[config.mk]
export PLATFORM = sky130hd
export DESIGN_NAME = uart_tx_cfg
export DESIGN_NICKNAME = d
export VERILOG_FILES = /design/src/rtl/uart_pkg.sv /design/src/rtl/uart_bit_timer.sv /design/src/rtl/uart_tx_cfg.sv
export SDC_FILE = /design/constraint.sdc
export NUM_CORES = 1
export LEC_CHECK = 0
export CORE_AREA = 2 2 54 56
export CTS_BUF_LIST = sky130_fd_sc_hd__clkbuf_8
export DETAILED_ROUTE_END_ITERATION = 12
export DIE_AREA = 0 0 56 58
export PLACE_DENSITY = 0.8
export SLEW_MARGIN = 20
export SYNTH_ARGS = -nofsm -noshare
export SYNTH_HDL_FRONTEND = slang
export SYNTH_SLANG_ARGS = --single-unit
[constraint.sdc]
create_clock -name clk -period 2.7 [get_ports clk]
set_clock_uncertainty 0.1 [all_clocks]
set_input_delay 0.405 -clock clk [delete_from_list [all_inputs] [get_ports clk]]
set_output_delay 0.405 -clock clk [all_outputs]
set_load 0.005 [all_outputs]
[src/rtl/uart_pkg.sv]
// uart_pkg
// Shared definitions for the configurable UART transmitter and its receiver bench.
// Contents:
//   uart_state_t   transmitter FSM state encoding
//   PAR_*          parity mode constants (PARITY parameter values)
//   frame_cycles() accept-to-done length of one frame in clock cycles
//   parity_bit()   parity line value from the XOR of the payload bits
package uart_pkg;

    typedef enum logic [2:0] {
        ST_IDLE   = 3'd0,
        ST_START  = 3'd1,
        ST_DATA   = 3'd2,
        ST_PARITY = 3'd3,
        ST_STOP   = 3'd4
    } uart_state_t;

    localparam int PAR_NONE = 0;
    localparam int PAR_ODD  = 1;
    localparam int PAR_EVEN = 2;

    // The leading 1 is the cycle between the accept edge and the start bit
    // appearing on the line.
    function automatic int unsigned frame_cycles(
        input int unsigned cycles_per_bit,
        input int unsigned data_bits,
        input int unsigned parity,
        input int unsigned stop_bits
    );
        int unsigned n_slots;
        n_slots = 1 + data_bits + ((parity != 0) ? 1 : 0) + stop_bits;
        return 1 + n_slots * cycles_per_bit;
    endfunction

    function automatic logic parity_bit(input int parity, input logic data_xor);
        return (parity == PAR_ODD) ? ~data_xor : data_xor;
    endfunction

endpackage

[src/rtl/uart_bit_timer.sv]
// uart_bit_timer
// Bit-period timer. Counts 0 .. CYCLES_PER_BIT-1 and wraps; tick marks the
// last cycle of each bit period so the FSM can advance on the following edge.
// Ports:
//   clk    system clock
//   rst    synchronous active-high reset
//   clear  holds the count at 0 (idle and the lead cycle of a frame)
//   tick   one-cycle pulse in the last cycle of a bit period
module uart_bit_timer #(
    parameter int CYCLES_PER_BIT = 10400
) (
    input  logic clk,
    input  logic rst,
    input  logic clear,
    output logic tick
);

    localparam int             CW   = $clog2(CYCLES_PER_BIT);
    localparam logic [CW-1:0]  LAST = CW'(CYCLES_PER_BIT - 1);

    logic [CW-1:0] r_cnt;
    logic          w_at_last;

    assign w_at_last = (r_cnt == LAST);

    always_ff @(posedge clk) begin
        if (rst || clear) begin
            r_cnt <= '0;
        end else if (w_at_last) begin
            r_cnt <= '0;
        end else begin
            r_cnt <= r_cnt + CW'(1);
        end
    end

    assign tick = w_at_last && !clear;

endmodule

[src/rtl/uart_tx_cfg.sv]
// uart_tx_cfg
// Parametrised UART transmitter: DATA_BITS payload, optional odd/even parity,
// one or two stop bits, every bit held for exactly CYCLES_PER_BIT cycles.
// Ports:
//   clk       system clock, rising edge
//   rst       synchronous active-high reset; aborts any frame in progress
//   in        payload, sent LSB first, latched on accept
//   in_valid  payload present
//   in_ready  high only in IDLE; accept = in_valid & in_ready on a clk edge
//   tx        registered serial line, idle high
//   busy      high in every non-IDLE state
//   done      one-cycle pulse as the frame completes (coincides with in_ready)
//
// state     | meaning
// ----------+-------------------------------------------------------------
// ST_IDLE   | line high, waiting for a payload
// ST_START  | one lead cycle (line still high), then the start bit
// ST_DATA   | payload bits LSB first
// ST_PARITY | parity bit (only when PARITY != PAR_NONE)
// ST_STOP   | STOP_BITS stop bits, then done pulse and back to idle
module uart_tx_cfg
    import uart_pkg::*;
#(
    parameter int CYCLES_PER_BIT = 10400,
    parameter int DATA_BITS      = 8,
    parameter int PARITY         = 0,
    parameter int STOP_BITS      = 1
) (
    input  logic                 clk,
    input  logic                 rst,
    input  logic [DATA_BITS-1:0] in,
    input  logic                 in_valid,
    output logic                 in_ready,
    output logic                 tx,
    output logic                 busy,
    output logic                 done
);

    if (CYCLES_PER_BIT < 2 || CYCLES_PER_BIT > 65535) begin : g_bad_cpb
        $error("uart_tx_cfg: CYCLES_PER_BIT must be 2..65535");
    end
    if (DATA_BITS < 5 || DATA_BITS > 9) begin : g_bad_data_bits
        $error("uart_tx_cfg: DATA_BITS must be 5..9");
    end
    if (PARITY != PAR_NONE && PARITY != PAR_ODD && PARITY != PAR_EVEN) begin : g_bad_parity
        $error("uart_tx_cfg: PARITY must be 0, 1 or 2");
    end
    if (STOP_BITS != 1 && STOP_BITS != 2) begin : g_bad_stop
        $error("uart_tx_cfg: STOP_BITS must be 1 or 2");
    end

    localparam int             BW       = $clog2(DATA_BITS + 1);
    localparam logic [BW-1:0]  LAST_BIT = BW'(DATA_BITS - 1);
    localparam logic           HAS_PAR  = (PARITY != PAR_NONE);

    uart_state_t          r_state;
    uart_state_t          w_state_nxt;
    logic [DATA_BITS-1:0] r_shift;
    logic [BW-1:0]        r_bit_idx;
    logic                 r_stop_idx;
    logic                 r_lead;
    logic                 r_par;
    logic                 r_tx;
    logic                 r_done;
    logic                 w_tx_nxt;
    logic                 w_done_nxt;
    logic                 w_tick;
    logic                 w_timer_clear;
    logic                 w_accept;
    logic                 w_last_bit;
    logic                 w_last_stop;

    assign w_accept      = in_valid && (r_state == ST_IDLE);
    assign w_last_bit    = (r_bit_idx == LAST_BIT);
    assign w_last_stop   = (STOP_BITS == 1) ? 1'b1 : r_stop_idx;
    // The timer stays at 0 through the lead cycle so the start bit gets a
    // full CYCLES_PER_BIT once the line actually drops.
    assign w_timer_clear = (r_state == ST_IDLE) || r_lead;

    uart_bit_timer #(
        .CYCLES_PER_BIT (CYCLES_PER_BIT)
    ) u_bit_timer (
        .clk   (clk),
        .rst   (rst),
        .clear (w_timer_clear),
        .tick  (w_tick)
    );

    // State register
    always_ff @(posedge clk) begin
        if (rst) begin
            r_state <= ST_IDLE;
        end else begin
            r_state <= w_state_nxt;
        end
    end

    // Next-state logic
    always_comb begin
        w_state_nxt = r_state;
        case (r_state)
            ST_IDLE: begin
                if (w_accept) begin
                    w_state_nxt = ST_START;
                end
            end
            ST_START: begin
                if (w_tick) begin
                    w_state_nxt = ST_DATA;
                end
            end
            ST_DATA: begin
                if (w_tick && w_last_bit) begin
                    w_state_nxt = HAS_PAR ? ST_PARITY : ST_STOP;
                end
            end
            ST_PARITY: begin
                if (w_tick) begin
                    w_state_nxt = ST_STOP;
                end
            end
            ST_STOP: begin
                if (w_tick && w_last_stop) begin
                    w_state_nxt = ST_IDLE;
                end
            end
            default: w_state_nxt = ST_IDLE;
        endcase
    end

    // Output logic: the value the line takes from the next edge onward.
    // Changing tx on the same edge as the state keeps each slot exactly one
    // bit period long.
    always_comb begin
        w_tx_nxt   = r_tx;
        w_done_nxt = 1'b0;
        case (r_state)
            ST_IDLE: begin
                w_tx_nxt = 1'b1;
            end
            ST_START: begin
                if (r_lead) begin
                    w_tx_nxt = 1'b0;
                end else if (w_tick) begin
                    w_tx_nxt = r_shift[0];
                end
            end
            ST_DATA: begin
                if (w_tick) begin
                    if (w_last_bit) begin
                        w_tx_nxt = HAS_PAR ? r_par : 1'b1;
                    end else begin
                        // r_shift moves down on this same edge
                        w_tx_nxt = r_shift[1];
                    end
                end
            end
            ST_PARITY: begin
                if (w_tick) begin
                    w_tx_nxt = 1'b1;
                end
            end
            ST_STOP: begin
                w_tx_nxt = 1'b1;
                if (w_tick && w_last_stop) begin
                    w_done_nxt = 1'b1;
                end
            end
            default: w_tx_nxt = 1'b1;
        endcase
    end

    always_ff @(posedge clk) begin
        if (rst) begin
            r_tx   <= 1'b1;
            r_done <= 1'b0;
        end else begin
            r_tx   <= w_tx_nxt;
            r_done <= w_done_nxt;
        end
    end

    // Payload, counters and parity
    always_ff @(posedge clk) begin
        if (rst) begin
            r_shift    <= '0;
            r_bit_idx  <= '0;
            r_stop_idx <= 1'b0;
            r_lead     <= 1'b0;
            r_par      <= 1'b0;
        end else begin
            r_lead <= w_accept;

            if (w_accept) begin
                r_shift <= in;
            end else if (r_state == ST_DATA && w_tick) begin
                r_shift <= r_shift >> 1;
            end

            // Parity taken from the latched payload before any shifting.
            if (r_state == ST_START && w_tick) begin
                r_par <= parity_bit(PARITY, ^r_shift);
            end

            if (r_state == ST_DATA && w_tick) begin
                r_bit_idx <= w_last_bit ? '0 : r_bit_idx + BW'(1);
            end

            if (r_state == ST_STOP && w_tick) begin
                r_stop_idx <= w_last_stop ? 1'b0 : 1'b1;
            end
        end
    end

    assign tx       = r_tx;
    assign done     = r_done;
    assign busy     = (r_state != ST_IDLE);
    assign in_ready = (r_state == ST_IDLE);

endmodule

Yosys cells after proc, flatten, opt, wreduce, memory -nomap -nowiden
Cells that the tools add are included.
{"block": "totals", "regBits": 32, "input_bits": 11, "output_inout_bits": 4, "word_cells": 53}
{"block": "op_classes", "n_addsub": 2, "n_eq_ne": 13, "muxes": 16, "n_bitwise": 1, "reduce_logical": 14}
{"operator": "2-to-1 mux 8 bit", "count": 2}
{"operator": "2-to-1 mux 3 bit", "count": 5}
{"operator": "case mux 3 bit (5 select lines)", "count": 1}
{"operator": "adder 14 x 1 -> 14 bit, second input constant", "count": 1}
{"operator": "equality test 14 bit, second input constant", "count": 1}
{"operator": "!= test 2 bit, second input constant", "count": 5}
{"operator": "equality test 3 x 2 -> 1 bit, second input constant", "count": 2}
{"operator": "2-to-1 mux 1 bit", "count": 6}
{"operator": "AND reduction 5 bit", "count": 1}
{"operator": "adder 4 x 1 -> 4 bit, second input constant", "count": 1}
{"operator": "equality test 4 x 3 -> 1 bit, second input constant", "count": 1}
{"operator": "logical AND 1 bit", "count": 4}
{"operator": "2-to-1 mux 4 bit", "count": 1}
{"operator": "OR reduction 2 bit", "count": 2}
{"operator": "equality test 3 x 1 -> 1 bit, second input constant", "count": 1}
{"operator": "equality test 3 bit, second input constant", "count": 1}
{"operator": "zero test 3 bit", "count": 1}
{"operator": "!= test 3 bit, second input constant", "count": 1}
{"operator": "case mux 1 bit (3 select lines)", "count": 1}
{"operator": "AND reduction 3 bit", "count": 1}
{"operator": "nonzero test 3 bit", "count": 1}
{"operator": "logical OR 1 bit", "count": 2}
{"operator": "!= test 2 x 1 -> 1 bit, second input constant", "count": 1}
{"operator": "nonzero test 2 bit", "count": 1}
{"operator": "other kinds (2)", "count": 2}

Depth between registers and ports, before layout
{"block": "logic_depth", "ltp_word": 7, "depth_mapped": 7, "ltp_nobuf": 6}

By module
A second synthesis with hierarchy kept.
{"block": "hier_totals", "cells_unflattened": 157, "area_unflattened_um2": 1496.4}
{"module": "uart_tx_cfg", "instances": 1, "cells_per_inst": 93, "area_each_um2": 815.8, "seq_area_each_um2": 360.3}
{"module": "uart_bit_timer", "instances": 1, "cells_per_inst": 64, "area_each_um2": 680.7, "seq_area_each_um2": 280.3}

Least setup slack after synthesis
No wires, ideal clock.
{"block": "synth_timing", "kind": "register to register", "from": "register u_bit_timer.r_cnt[0]", "to": "register r_bit_idx[3]", "setup_time_ps": 71, "t_arrival_ps": 1849, "required_time_ps": 2529, "setup_slack_ps": 681, "stages_incl_launch_ff": 8, "n_path_buf": 1, "period_less_slack_ps": 2019, "cell_sequence": "dfxtp_1 ha_1 and4_4 and4_1 buf_6 nand3_4 or4_1 a21oi_1"}
{"block": "synth_between", "elab_chain_cells": 3}
{"item": "from (decl)", "line": "uart_bit_timer.sv:21", "source": "logic [CW-1:0] r_cnt;"}
{"item": "from (signal assigned)", "line": "uart_bit_timer.sv:32", "source": "r_cnt <= r_cnt + CW'(1);"}
{"item": "equality test 14 bit", "line": "uart_bit_timer.sv:24", "source": "assign w_at_last = (r_cnt == LAST);"}
{"item": "logical AND 1 bit", "line": "uart_bit_timer.sv:36", "source": "assign tick = w_at_last && !clear;"}
{"item": "logical AND 1 bit", "line": "uart_tx_cfg.sv:205", "source": "if (r_state == ST_DATA && w_tick) begin"}
{"item": "to (signal assigned)", "line": "uart_tx_cfg.sv:206", "source": "r_bit_idx <= w_last_bit ? '0 : r_bit_idx + BW'(1);"}
{"item": "to (decl)", "line": "uart_tx_cfg.sv:59", "source": "logic [BW-1:0] r_bit_idx;"}
Every way passes these cells.
A chain may end at the register's enable or synchronous reset.

Final worst setup path
{"block": "layout_timing", "from": "register u_bit_timer.r_cnt[0]", "to": "register r_shift[5]"}
{"block": "layout_between", "elab_chain_cells": 4}
{"item": "equality test 14 bit", "line": "uart_bit_timer.sv:24"}
{"item": "logical AND 1 bit", "line": "uart_bit_timer.sv:36"}
{"item": "logical AND 1 bit", "line": "uart_tx_cfg.sv:196", "source": "end else if (r_state == ST_DATA && w_tick) begin"}
{"item": "nonzero test 2 bit (no source line)"}
{"item": "to (signal assigned)", "line": "uart_tx_cfg.sv:195", "source": "r_shift <= in;"}
{"item": "to (signal assigned)", "line": "uart_tx_cfg.sv:197", "source": "r_shift <= r_shift >> 1;"}
{"item": "to (decl)", "line": "uart_tx_cfg.sv:58", "source": "logic [DATA_BITS-1:0] r_shift;"}
Every way passes these cells.

==> results.py <==
metrics = {
    "clocking": {
        "cts_root_buffer": "clkbuf_8",
        "clock_sinks": 32,
        "cts_tree": "yes",
        "htreeDepth": 2,
        "clock_latency_ns": 0.28,
        "numCtsBuffers": 5,
        "cts_setup_buffers": 0,
        "clockBufferDepth": 2,
        "cts.repair.resized": 0,
        "path_clk_slew_ns": 0.07,
        "hold_buffers": 0,
    },
    "sta": {
        "rsz0062_at_grt": "no",
        "hold_viol_final": 0,
        "finalSetupViolations": 0,
        "setup_ws_ns": 0.449,
        "max-slew-margin-rel": 0.663,
        "maxSlewViolCount": 0,
        "fin_crit_ns": 2.25,
        "tightest_slew_ns": 0.504,
        "post-route-period-util": 0.834,
        "fin_hold_ws_ns": 0.362,
        "clock.fmax_mhz": 444,
        "tns_ns": 0,
    },
    "drt": {
        "drt-initial-drc-count": 49,
        "routed_via_density": 5.86,
        "drc": 0,
        "num_vias": 1289,
        "avgRoutedWirePerCell_um": 13.4,
        "postRouteAntennaNets": 0,
        "wirelength_mm": 2.94,
        "dr.pass1.iters": 4,
    },
    "placement": {
        "gp_congestion": 0.847,
        "io_buffers": 14,
        "preCtsSetupSlack_ns": 0.467,
        "hpwl_mm": 2.09,
    },
    "finish": {
        "fin_nets": 201,
        "final_cell_mix": "nor2_1, dfxtp_1, clkdlybuf4s50_1",
        "diodes": 0,
        "final_layout_size_suffix_gt1_frac": 0.0635,
        "area_growth_pct": 15.7,
        "layout.cells.most_common": "nor2_1",
    },
    "power": {
        "peakVddDrop_v": 0.000445,
        "p_total_mw": 1.02,
        "power.leakage_nw": 0.622,
        "powerDensity_mw_per_mm2": 584,
    },
    "global_routing": {
        "grt_pass1_vias": 1163,
        "grt_start_max_net_pins": 20,
        "grt_overflow": 0,
        "track_usage": 0.184,
        "grt_pass1_wl_mm": 4.72,
        "antenna_found_initial": 0,
    },
    "synth": {
        "syn_area_mm2": 0.00151,
        "synth_fp_nets": 190,
        "ys_seq_area_frac": 0.426,
        "synth_cells": 177,
        "yosys_warnings": 0,
        "syn_avg_cell_area_um2": 8.50,
        "ys_ff_latch": 32,
        "yosysUniqueCellTypes": 37,
    },
    "worst_setup_path": {
        "critPathCaptureType": "register",
        "crit_fanout": 12,
        "slowest_stage": "a2111oi_0",
        "path_cells": "ha_1 -> and4_4 -> and4_1 -> nand4_1 -> a2111oi_0",
        "max_stage_delay_ns": 0.55,
        "crit_required_ns": 2.75,
        "cpLargestDelayFamily": "simple AND/OR/NAND/NOR gates",
        "cp-start-kind": "register",
        "cp_num_buf_inv": 0,
        "critPathKind": "register to register",
        "arrival_ns": 2.30,
    },
    "floorplan": {
        "die_x_um": 56,
        "rows": 19,
        "io_pins": 15,
        "dieArea_mm2": 0.00325,
        "die_h_um": 58,
        "start_util": 0.565,
        "coreArea_mm2": 0.00266,
    },
    "status": {
        "status": "finished, final reports clean",
    },
    "job": {
        "max_cap_violations": 0,
    },
    "min_path": {
        "hold_class": "register to register",
    },
}
-- sequential cells by signal, indices dropped and copies added (netlist names) --
name,count
r_lead,1
r_shift,8
done,1
r_bit_idx,4
r_state,3
u_bit_timer.r_cnt,14
tx,1
-- path summary, 6_finish.rpt --
kind	from	end	slack, ns	depth (start not counted)
min	u_bit_timer.r_cnt[0]	u_bit_timer.r_cnt[0]	0.36	1
max	u_bit_timer.r_cnt[0]	r_shift[5]	0.45	5
min reg2reg	u_bit_timer.r_cnt[0]	u_bit_timer.r_cnt[0]	0.36	1
max reg2reg	u_bit_timer.r_cnt[0]	r_shift[5]	0.45	5
-- synth_stat cells (all sizes together) --
| master | instances | area [um^2] |
|---|---|---|
| a2111o | 1 | 11.3 |
| a2111oi | 6 | 52.6 |
| a211oi | 2 | 15.0 |
| a21o | 1 | 7.51 |
| a21oi | 10 | 50.1 |
| and2 | 1 | 6.26 |
| and3 | 1 | 6.26 |
| and4 | 4 | 37.5 |
| buf | 3 | 27.5 |
| clkbuf | 8 | 30.0 |
| dfxtp | 32 | 641 |
| ha | 2 | 25.0 |
| inv | 3 | 11.3 |
| mux2i | 2 | 20.0 |
| nand2 | 13 | 48.8 |
| nand2b | 2 | 12.5 |
| nand3 | 10 | 62.6 |
| nand4 | 4 | 25.0 |
| nand4b | 1 | 8.76 |
| nor2 | 35 | 131 |
| nor2b | 2 | 12.5 |
| nor3 | 7 | 40.0 |
| nor3b | 2 | 15.0 |
| nor4 | 2 | 18.8 |
| nor4b | 3 | 26.3 |
| nor4bb | 1 | 10.0 |
| o211ai | 1 | 7.51 |
| o21ai | 2 | 10.0 |
| or3 | 1 | 6.26 |
| or4 | 2 | 15.0 |
| xnor2 | 2 | 17.5 |
| xor2 | 11 | 96.3 |
-- logic make-up after synthesis --
logic type,share of synthesized area
AO/OA/AOI/OAI,0.102
XOR/XNOR,0.0756
adder cells (fa/ha/maj),0.0166
buffers and inverters,0.0457
flip-flops,0.426
multiplexers,0.0133
AND/OR/NAND/NOR,0.321
-- layer usage --
metal,global-route usage,vias to the layer above,routed length (um)
li1,-,649,-
met1,0.202,603,1300
met2,0.321,27,1450
met3,0.0670,10,120
met4,0.0782,0,59
met5,0,-,0
-- layout make-up --
cell class              count  area [um^2]
fillers                   227          921
inverters                   3         11.3
multi-input cells         131          796
flip-flops and latches     32          641
clock inverters             3         38.8
clock buffers               5         68.8
well taps                  31         38.8
repair buffers             15          148
-- stage by stage --
step	util	cell area, um^2	instances
after floorplan	-	1510	177
after global placement	0.614	1630	212
after detailed placement	0.614	1630	212
after CTS	0.654	1740	220
after global routing	0.654	1740	220
final	0.654	1740	220
-- worst reg2reg max path, cell delays in order (launching register included) --
cell and delay, ns:
dfxtp_1 0.37, ha_1 0.22, and4_4 0.27, and4_1 0.23
nand4_1 0.37, a2111oi_0 0.55
-- report_power, final --
part           switching (mW)  internal (mW)  total (mW)
clock network           0.170          0.270       0.440
logic                  0.0404         0.0378      0.0782
registers              0.0121          0.487       0.499
Power figures use the tool's default switching activity.
